<file path="src/rtl/csi_uport_axil_csr.sv">
// AXI4-Lite CSR block for the CSI user-port traffic generator: destination IDs,
// initial credits, seeds, control levels/pulses and busy status.
module csi_uport_axil_csr #(
    parameter int ADDR_W       = 8,
    parameter int DST_W        = 4,
    parameter int CRD_W        = 12,
    parameter int NPR_DST_RST  = 0,
    parameter int CMPL_DST_RST = 1,
    parameter int PR_DST_RST   = 2
) (
    input  logic              user_clk,
    input  logic              user_reset,
    input  logic [ADDR_W-1:0] s_axil_awaddr,
    input  logic              s_axil_awvalid,
    output logic              s_axil_awready,
    input  logic [31:0]       s_axil_wdata,
    input  logic [3:0]        s_axil_wstrb,
    input  logic              s_axil_wvalid,
    output logic              s_axil_wready,
    output logic [1:0]        s_axil_bresp,
    output logic              s_axil_bvalid,
    input  logic              s_axil_bready,
    input  logic [ADDR_W-1:0] s_axil_araddr,
    input  logic              s_axil_arvalid,
    output logic              s_axil_arready,
    output logic [31:0]       s_axil_rdata,
    output logic [1:0]        s_axil_rresp,
    output logic              s_axil_rvalid,
    input  logic              s_axil_rready,
    output logic [DST_W-1:0]  npr_dst_id,
    output logic [DST_W-1:0]  cmpl_dst_id,
    output logic [DST_W-1:0]  pr_dst_id,
    output logic [CRD_W-1:0]  npr_init_crd,
    output logic [CRD_W-1:0]  cmpl_init_crd,
    output logic [CRD_W-1:0]  pr_init_crd,
    output logic [31:0]       pr_seed0,
    output logic [31:0]       pr_seed1,
    output logic [31:0]       cmpl_seed0,
    output logic [31:0]       cmpl_seed1,
    output logic              cmpl_en,
    output logic              cnt_rst,
    output logic              gen_rst,
    output logic              npr_start,
    output logic              pr_start,
    output logic [2:0]        ld_crd,
    input  logic              npr_busy,
    input  logic              cmpl_busy,
    input  logic              pr_busy
);
    localparam int IDX_W  = ADDR_W - 2;
    localparam int NWORDS = 1 << IDX_W;
    localparam int CTRL_W = 10;

    localparam logic [IDX_W-1:0] A_NPR_DST   = IDX_W'(0);
    localparam logic [IDX_W-1:0] A_CMPL_DST  = IDX_W'(1);
    localparam logic [IDX_W-1:0] A_PR_DST    = IDX_W'(2);
    localparam logic [IDX_W-1:0] A_NPR_CRD   = IDX_W'(3);
    localparam logic [IDX_W-1:0] A_CMPL_CRD  = IDX_W'(4);
    localparam logic [IDX_W-1:0] A_PR_CRD    = IDX_W'(5);
    localparam logic [IDX_W-1:0] A_PR_SEED0  = IDX_W'(6);
    localparam logic [IDX_W-1:0] A_PR_SEED1  = IDX_W'(7);
    localparam logic [IDX_W-1:0] A_STATUS    = IDX_W'(9);
    localparam logic [IDX_W-1:0] A_CTRL      = IDX_W'(10);
    localparam logic [IDX_W-1:0] A_CM_SEED0  = IDX_W'(11);
    localparam logic [IDX_W-1:0] A_CM_SEED1  = IDX_W'(12);

    localparam logic [1:0] RESP_OKAY   = 2'b00;
    localparam logic [1:0] RESP_SLVERR = 2'b10;

    logic [DST_W-1:0]  npr_dst_reg, cmpl_dst_reg, pr_dst_reg;
    logic [CRD_W-1:0]  npr_crd_reg, cmpl_crd_reg, pr_crd_reg;
    logic [31:0]       pr_seed0_reg, pr_seed1_reg, cmpl_seed0_reg, cmpl_seed1_reg;
    logic [CTRL_W-1:0] ctrl_reg;
    logic              start_err_reg;
    logic              npr_start_reg, pr_start_reg;
    logic [2:0]        ld_crd_reg;

    logic              aw_held_reg, w_held_reg;
    logic [IDX_W-1:0]  aw_idx_reg;
    logic [31:0]       w_data_reg;
    logic [3:0]        w_strb_reg;
    logic              bvalid_reg, rvalid_reg;
    logic [1:0]        bresp_reg, rresp_reg;
    logic [31:0]       rdata_reg;

    logic [31:0]       reg_words [NWORDS];
    logic [NWORDS-1:0] map_ok;
    logic [31:0]       wr_old, wr_val;
    logic [CTRL_W-1:0] ctrl_rise;
    logic [IDX_W-1:0]  ar_idx;
    logic              commit;
    logic              unused_addr_lsbs;

    assign unused_addr_lsbs = ^{s_axil_awaddr[1:0], s_axil_araddr[1:0]};

    // Word view of every register; unmapped slots read as zero.
    always_comb begin
        for (int i = 0; i < NWORDS; i++) reg_words[i] = '0;
        reg_words[0]  = 32'(npr_dst_reg);
        reg_words[1]  = 32'(cmpl_dst_reg);
        reg_words[2]  = 32'(pr_dst_reg);
        reg_words[3]  = 32'(npr_crd_reg);
        reg_words[4]  = 32'(cmpl_crd_reg);
        reg_words[5]  = 32'(pr_crd_reg);
        reg_words[6]  = pr_seed0_reg;
        reg_words[7]  = pr_seed1_reg;
        reg_words[9]  = {23'b0, start_err_reg, 5'b0, pr_busy, cmpl_busy, npr_busy};
        reg_words[10] = 32'(ctrl_reg);
        reg_words[11] = cmpl_seed0_reg;
        reg_words[12] = cmpl_seed1_reg;
    end

    genvar gi;
    generate
        for (gi = 0; gi < NWORDS; gi++) begin : g_map
            assign map_ok[gi] = (gi <= 12) && (gi != 8);
        end
        for (gi = 0; gi < 4; gi++) begin : g_strb
            assign wr_val[8*gi +: 8] = w_strb_reg[gi] ? w_data_reg[8*gi +: 8] : wr_old[8*gi +: 8];
        end
    endgenerate

    assign wr_old    = reg_words[aw_idx_reg];
    assign ctrl_rise = wr_val[CTRL_W-1:0] & ~ctrl_reg;
    assign ar_idx    = s_axil_araddr[ADDR_W-1:2];
    assign commit    = aw_held_reg && w_held_reg;

    assign s_axil_awready = !aw_held_reg && !bvalid_reg;
    assign s_axil_wready  = !w_held_reg && !bvalid_reg;
    assign s_axil_arready = !rvalid_reg;

    always_ff @(posedge user_clk) begin
        if (user_reset) begin
            npr_dst_reg    <= DST_W'(NPR_DST_RST);
            cmpl_dst_reg   <= DST_W'(CMPL_DST_RST);
            pr_dst_reg     <= DST_W'(PR_DST_RST);
            npr_crd_reg    <= '0;
            cmpl_crd_reg   <= '0;
            pr_crd_reg     <= '0;
            pr_seed0_reg   <= '0;
            pr_seed1_reg   <= '0;
            cmpl_seed0_reg <= '0;
            cmpl_seed1_reg <= '0;
            ctrl_reg       <= '0;
            start_err_reg  <= 1'b0;
            npr_start_reg  <= 1'b0;
            pr_start_reg   <= 1'b0;
            ld_crd_reg     <= '0;
            aw_held_reg    <= 1'b0;
            w_held_reg     <= 1'b0;
            aw_idx_reg     <= '0;
            w_data_reg     <= '0;
            w_strb_reg     <= '0;
            bvalid_reg     <= 1'b0;
            bresp_reg      <= RESP_OKAY;
            rvalid_reg     <= 1'b0;
            rresp_reg      <= RESP_OKAY;
            rdata_reg      <= '0;
        end else begin
            npr_start_reg <= 1'b0;
            pr_start_reg  <= 1'b0;
            ld_crd_reg    <= '0;

            if (s_axil_awvalid && s_axil_awready) begin
                aw_held_reg <= 1'b1;
                aw_idx_reg  <= s_axil_awaddr[ADDR_W-1:2];
            end
            if (s_axil_wvalid && s_axil_wready) begin
                w_held_reg <= 1'b1;
                w_data_reg <= s_axil_wdata;
                w_strb_reg <= s_axil_wstrb;
            end

            if (commit) begin
                aw_held_reg <= 1'b0;
                w_held_reg  <= 1'b0;
                bvalid_reg  <= 1'b1;
                bresp_reg   <= map_ok[aw_idx_reg] ? RESP_OKAY : RESP_SLVERR;
                case (aw_idx_reg)
                    A_NPR_DST:  npr_dst_reg    <= wr_val[DST_W-1:0];
                    A_CMPL_DST: cmpl_dst_reg   <= wr_val[DST_W-1:0];
                    A_PR_DST:   pr_dst_reg     <= wr_val[DST_W-1:0];
                    A_NPR_CRD:  npr_crd_reg    <= wr_val[CRD_W-1:0];
                    A_CMPL_CRD: cmpl_crd_reg   <= wr_val[CRD_W-1:0];
                    A_PR_CRD:   pr_crd_reg     <= wr_val[CRD_W-1:0];
                    A_PR_SEED0: pr_seed0_reg   <= wr_val;
                    A_PR_SEED1: pr_seed1_reg   <= wr_val;
                    A_CM_SEED0: cmpl_seed0_reg <= wr_val;
                    A_CM_SEED1: cmpl_seed1_reg <= wr_val;
                    A_STATUS: begin
                        if (w_data_reg[8]) start_err_reg <= 1'b0;
                    end
                    A_CTRL: begin
                        ctrl_reg      <= wr_val[CTRL_W-1:0];
                        npr_start_reg <= ctrl_rise[0] && !npr_busy;
                        pr_start_reg  <= ctrl_rise[2] && !pr_busy;
                        ld_crd_reg    <= ctrl_rise[5:3];
                        // A start requested while the generator is busy is dropped and flagged.
                        if ((ctrl_rise[0] && npr_busy) || (ctrl_rise[2] && pr_busy))
                            start_err_reg <= 1'b1;
                    end
                    default: ;
                endcase
            end else if (bvalid_reg && s_axil_bready) begin
                bvalid_reg <= 1'b0;
            end

            if (s_axil_arvalid && s_axil_arready) begin
                rvalid_reg <= 1'b1;
                rdata_reg  <= map_ok[ar_idx] ? reg_words[ar_idx] : 32'h0;
                rresp_reg  <= map_ok[ar_idx] ? RESP_OKAY : RESP_SLVERR;
            end else if (rvalid_reg && s_axil_rready) begin
                rvalid_reg <= 1'b0;
            end
        end
    end

    assign s_axil_bvalid = bvalid_reg;
    assign s_axil_bresp  = bresp_reg;
    assign s_axil_rvalid = rvalid_reg;
    assign s_axil_rresp  = rresp_reg;
    assign s_axil_rdata  = rdata_reg;

    assign npr_dst_id    = npr_dst_reg;
    assign cmpl_dst_id   = cmpl_dst_reg;
    assign pr_dst_id     = pr_dst_reg;
    assign npr_init_crd  = npr_crd_reg;
    assign cmpl_init_crd = cmpl_crd_reg;
    assign pr_init_crd   = pr_crd_reg;
    assign pr_seed0      = pr_seed0_reg;
    assign pr_seed1      = pr_seed1_reg;
    assign cmpl_seed0    = cmpl_seed0_reg;
    assign cmpl_seed1    = cmpl_seed1_reg;
    assign cmpl_en       = ctrl_reg[1];
    assign cnt_rst       = ctrl_reg[8];
    assign gen_rst       = ctrl_reg[9];
    assign npr_start     = npr_start_reg;
    assign pr_start      = pr_start_reg;
    assign ld_crd        = ld_crd_reg;
endmodule
</file>
<file path="config.mk">
export PLATFORM = sky130hd
export DESIGN_NAME = csi_uport_axil_csr
export DESIGN_NICKNAME = d
export VERILOG_FILES = /design/src/rtl/csi_uport_axil_csr.sv
export SDC_FILE = /design/constraint.sdc
export NUM_CORES = 1
export LEC_CHECK = 0
export BUFFER_PORTS_ARGS = -buffer_cell sky130_fd_sc_hd__buf_2
export CAP_MARGIN = 10
export CORE_ASPECT_RATIO = 1.1
export CORE_MARGIN = 2
export CORE_UTILIZATION = 59
export DETAILED_ROUTE_END_ITERATION = 8
export PLACE_DENSITY = 0.86
export SLEW_MARGIN = 5
export SYNTH_ARGS = -nofsm -noshare
export SYNTH_HDL_FRONTEND = slang
export SYNTH_SLANG_ARGS = --single-unit
</file>
<file path="constraint.sdc">
create_clock -name user_clk -period 3.6 [get_ports user_clk]
set_input_delay 0.18 -clock user_clk [delete_from_list [all_inputs] [get_ports user_clk]]
set_output_delay 0.18 -clock user_clk [all_outputs]
set_load 0.005 [all_outputs]
</file>
==> impl_metrics.csv <==
group,metric,value,unit
outcome,status,"completed",
clock_tree,h-tree-depth,1,
power_and_ir_drop,total_leakage_power,0.00617,µW
cells_and_area,layout_common_cells,"279 x buf_2, 270 x dfxtp_1, 211 x nor2_1, 189 x a21oi_1, 151 x nand2_1",
yosys,ys_seq_area_share,41.5,%
die,die_h,161,µm
setup_path,path_cells,"buf_4 > nand2_1 > a21oi_1 > nor4_1 > a21oi_1 > a211oi_1",
power_and_ir_drop,power.density,425,mW/mm²
place,dp_hpwl,30.2,mm
cells_and_area,design_area,0.0159,mm²
setup_path,path_delay_family,"compound AO/OA/AOI/OAI gates",
global_routing,overflow,0,
detailed_routing,drt_iter0_markers,1717,
min_path,min_path_cells,3,
timing,fmax,0.322,GHz
timing,setup_viol,0,
timing,tightest_slew,1.17,ns
timing,period_share,86.2,%
timing,min_period,3.10,ns
place,place_ws,0.759,ns
min_path,hold_class,"in -> reg",
yosys,netlist.area_leader.share,41.5,%
detailed_routing,via_per_inst,6.61,
place,place.gp.congestion,1.01,
timing,skew,0.0214,ns
setup_path,arrival,3.47,ns
clock_tree,numCtsBuffers,28,
setup_path,setup.worst_path.class,"reg -> reg",
setup_path,crit_fanout,39,
die,fp.coreArea,0.0220,mm²
setup_path,crit_cells,6,
yosys,synth-seq-cells,273,
die,start_util,59.8,%
setup_path,crit_path_top_delay_cell,"dfxtp_2",
detailed_routing,dr.pass1.iters,5,
clock_tree,cts.sinks,273,
detailed_routing,drtAntennaViolNets,0,
cells_and_area,antenna_cells,0,
detailed_routing,wl_per_cell,22.5,µm
timing,layout_setup_ws,0.497,ns
setup_path,worstPathBufferInverterCount,1,
detailed_routing,drc,0,
yosys,synthFlopType,"dfxtp_1",
place,placed_cell_area,0.0145,mm²
timing,slew_headroom,21.9,%
global_routing,grt_pass1_wl,71.3,mm
clock_tree,worst_skew_pair.late_latency,0.55,ns
cells_and_area,area_growth,20.7,%
yosys,async_flop_share,0,%
cells_and_area,final_util,72.1,%
cells_and_area,instances_no_fill,2059,
timing,maxSlewViolCount,0,
global_routing,grt_pass1_vias,12911,
clock_tree,cts_root_buffer,"clkbuf_16",
timing,final_hold_viol_count,0,
setup_path,crit_required,3.97,ns
place,placed_cells,1964,
setup_path,worstSetupStartpointType,"register",
die,ios,287,
detailed_routing,finalWirelength,46.4,mm
setup_path,crit_top_cell,"a21oi_1",
die,fp-row-count,57,
place,io_buffers,280,
setup_path,endpoint_kind,"register",
clock_tree,cts_buffer_depth,3,
clock_tree,cts_tree,"yes",
cells_and_area,drive_above_1_share,26.3,%
setup_path,slowest_delay,0.89,ns
clock_tree,path_clk_slew,0.06,ns
timing,finalSetupTns,0,ns
cells_and_area,fin_nets,1806,
power_and_ir_drop,irDropWorstVdd,334,µV
yosys,synthCells,1501,
yosys,netlist_top_cells_area,"dfxtp_1 42%, a211oi_1 7.5%, a21oi_1 7.2%",
yosys,synth_area_per_cell,8.77,µm²
die,die-area,0.0235,mm²
setup_path,reg2regPathDepth,6,
yosys,synth_edf_count,0,
cells_and_area,final_common_cell,"buf_2",
global_routing,grt_max_degree,96,
timing,rsz0062_at_grt,"false",
global_routing,antenna_found_initial,0,
yosys,syn-cell-area,0.0132,mm²
clock_tree,cts_resized,0,
die,fp.dieW,146,µm
yosys,ys_types,68,
detailed_routing,vias,13620,
yosys,synth_area_leader_cell,"dfxtp_1",
job,maxCapViolCount,0,
global_routing,grtUsageTotal,38.0,%
yosys,ys_warn_count,0,
## repair_timing
| action | 4_1_cts | 5_1_grt |
|---|---|---|
| buffers inserted | 0 | 0 |
| endpoints found under the hold margin | 45 | 0 |
| hold buffers | 45 | 0 |
## kinds of logic (layout without fill, tap and decap cells)
logic type,Yosys count,in the layout,share of synthesized area [%]
AO/OA/AOI/OAI,490,490,25.7
multiplexers,98,98,10.6
other,1,2,0.0285
AND/OR/NAND/NOR,481,481,16.2
flip-flops,273,273,41.5
XOR/XNOR,2,2,0.133
buffers and inverters,156,418,5.88
## layout make-up
class,count,area (µm²)
clock buffers,38,779
clock inverters,12,138
fillers,1644,6140
inverters,6,22.5
multi-input cells,1073,6950
flip-flops and latches,273,5470
well taps,295,369
repair buffers,362,2160
## power breakdown
part           total (µW)  switching [µW]  internal, µW
logic                 676             449           227
registers            3140            77.1          3070
clock network        2930            1210          1720
total                6750            1730          5020
## routing by layer
metal	vias to the layer above	wire length [µm]	GRT usage, %
met3	233	5950	9.43
met1	6319	16800	48.2
met5	-	0	0
li1	5975	-	-
met2	1093	20900	58.9
met4	0	2810	22.3
## synthesized netlist by cell type, types with 5 or more instances
cell type / number
dfxtp_1: 273
nor2_1: 211
a21oi_1: 189
nand2_1: 151
a211oi_1: 132
clkbuf_1: 77
o21ai_0: 50
buf_2: 44
mux2_2: 36
mux2i_1: 33
a22oi_1: 31
nand3_1: 25
mux4_2: 24
nor4_1: 22
a221o_1: 15
nor3_1: 13
nor2b_1: 12
buf_6: 11
a211oi_2: 10
a32oi_1: 10
buf_4: 9
o311ai_0: 9
a221oi_1: 8
or3_1: 8
and2_1: 6
nand2b_1: 6
nor2_2: 6
o211ai_1: 6
a32o_1: 5
and3b_1: 5
buf_1: 5
## path summary, 6_finish.rpt
kind / start / to / slack (ns)
max: aw_idx_reg[3] / pr_seed1[18] / 0.50
max reg2reg: aw_idx_reg[3] / pr_seed1[18] / 0.50
min reg2reg: register / s_axil_bresp[1] / 0.43
min: s_axil_wdata[7] / w_data_reg[7] / 0.04
## worst reg2reg max path, cell delays in order (launching register included)
cell and delay, ns:
dfxtp_2 0.89, buf_4 0.44, nand2_1 0.60, a21oi_1 0.41, nor4_1 0.10, a21oi_1 0.36
a211oi_1 0.14
## through the flow
stage	hold slack, ns	total power [µW]
global route	0.0447	6910
finish	0.0439	6750
floorplan	0.259	3620
CTS	0.0123	6720
detailed placement	0.373	3810
global placement	0.365	3790
No activity file was read; power rests on OpenSTA's default activity.
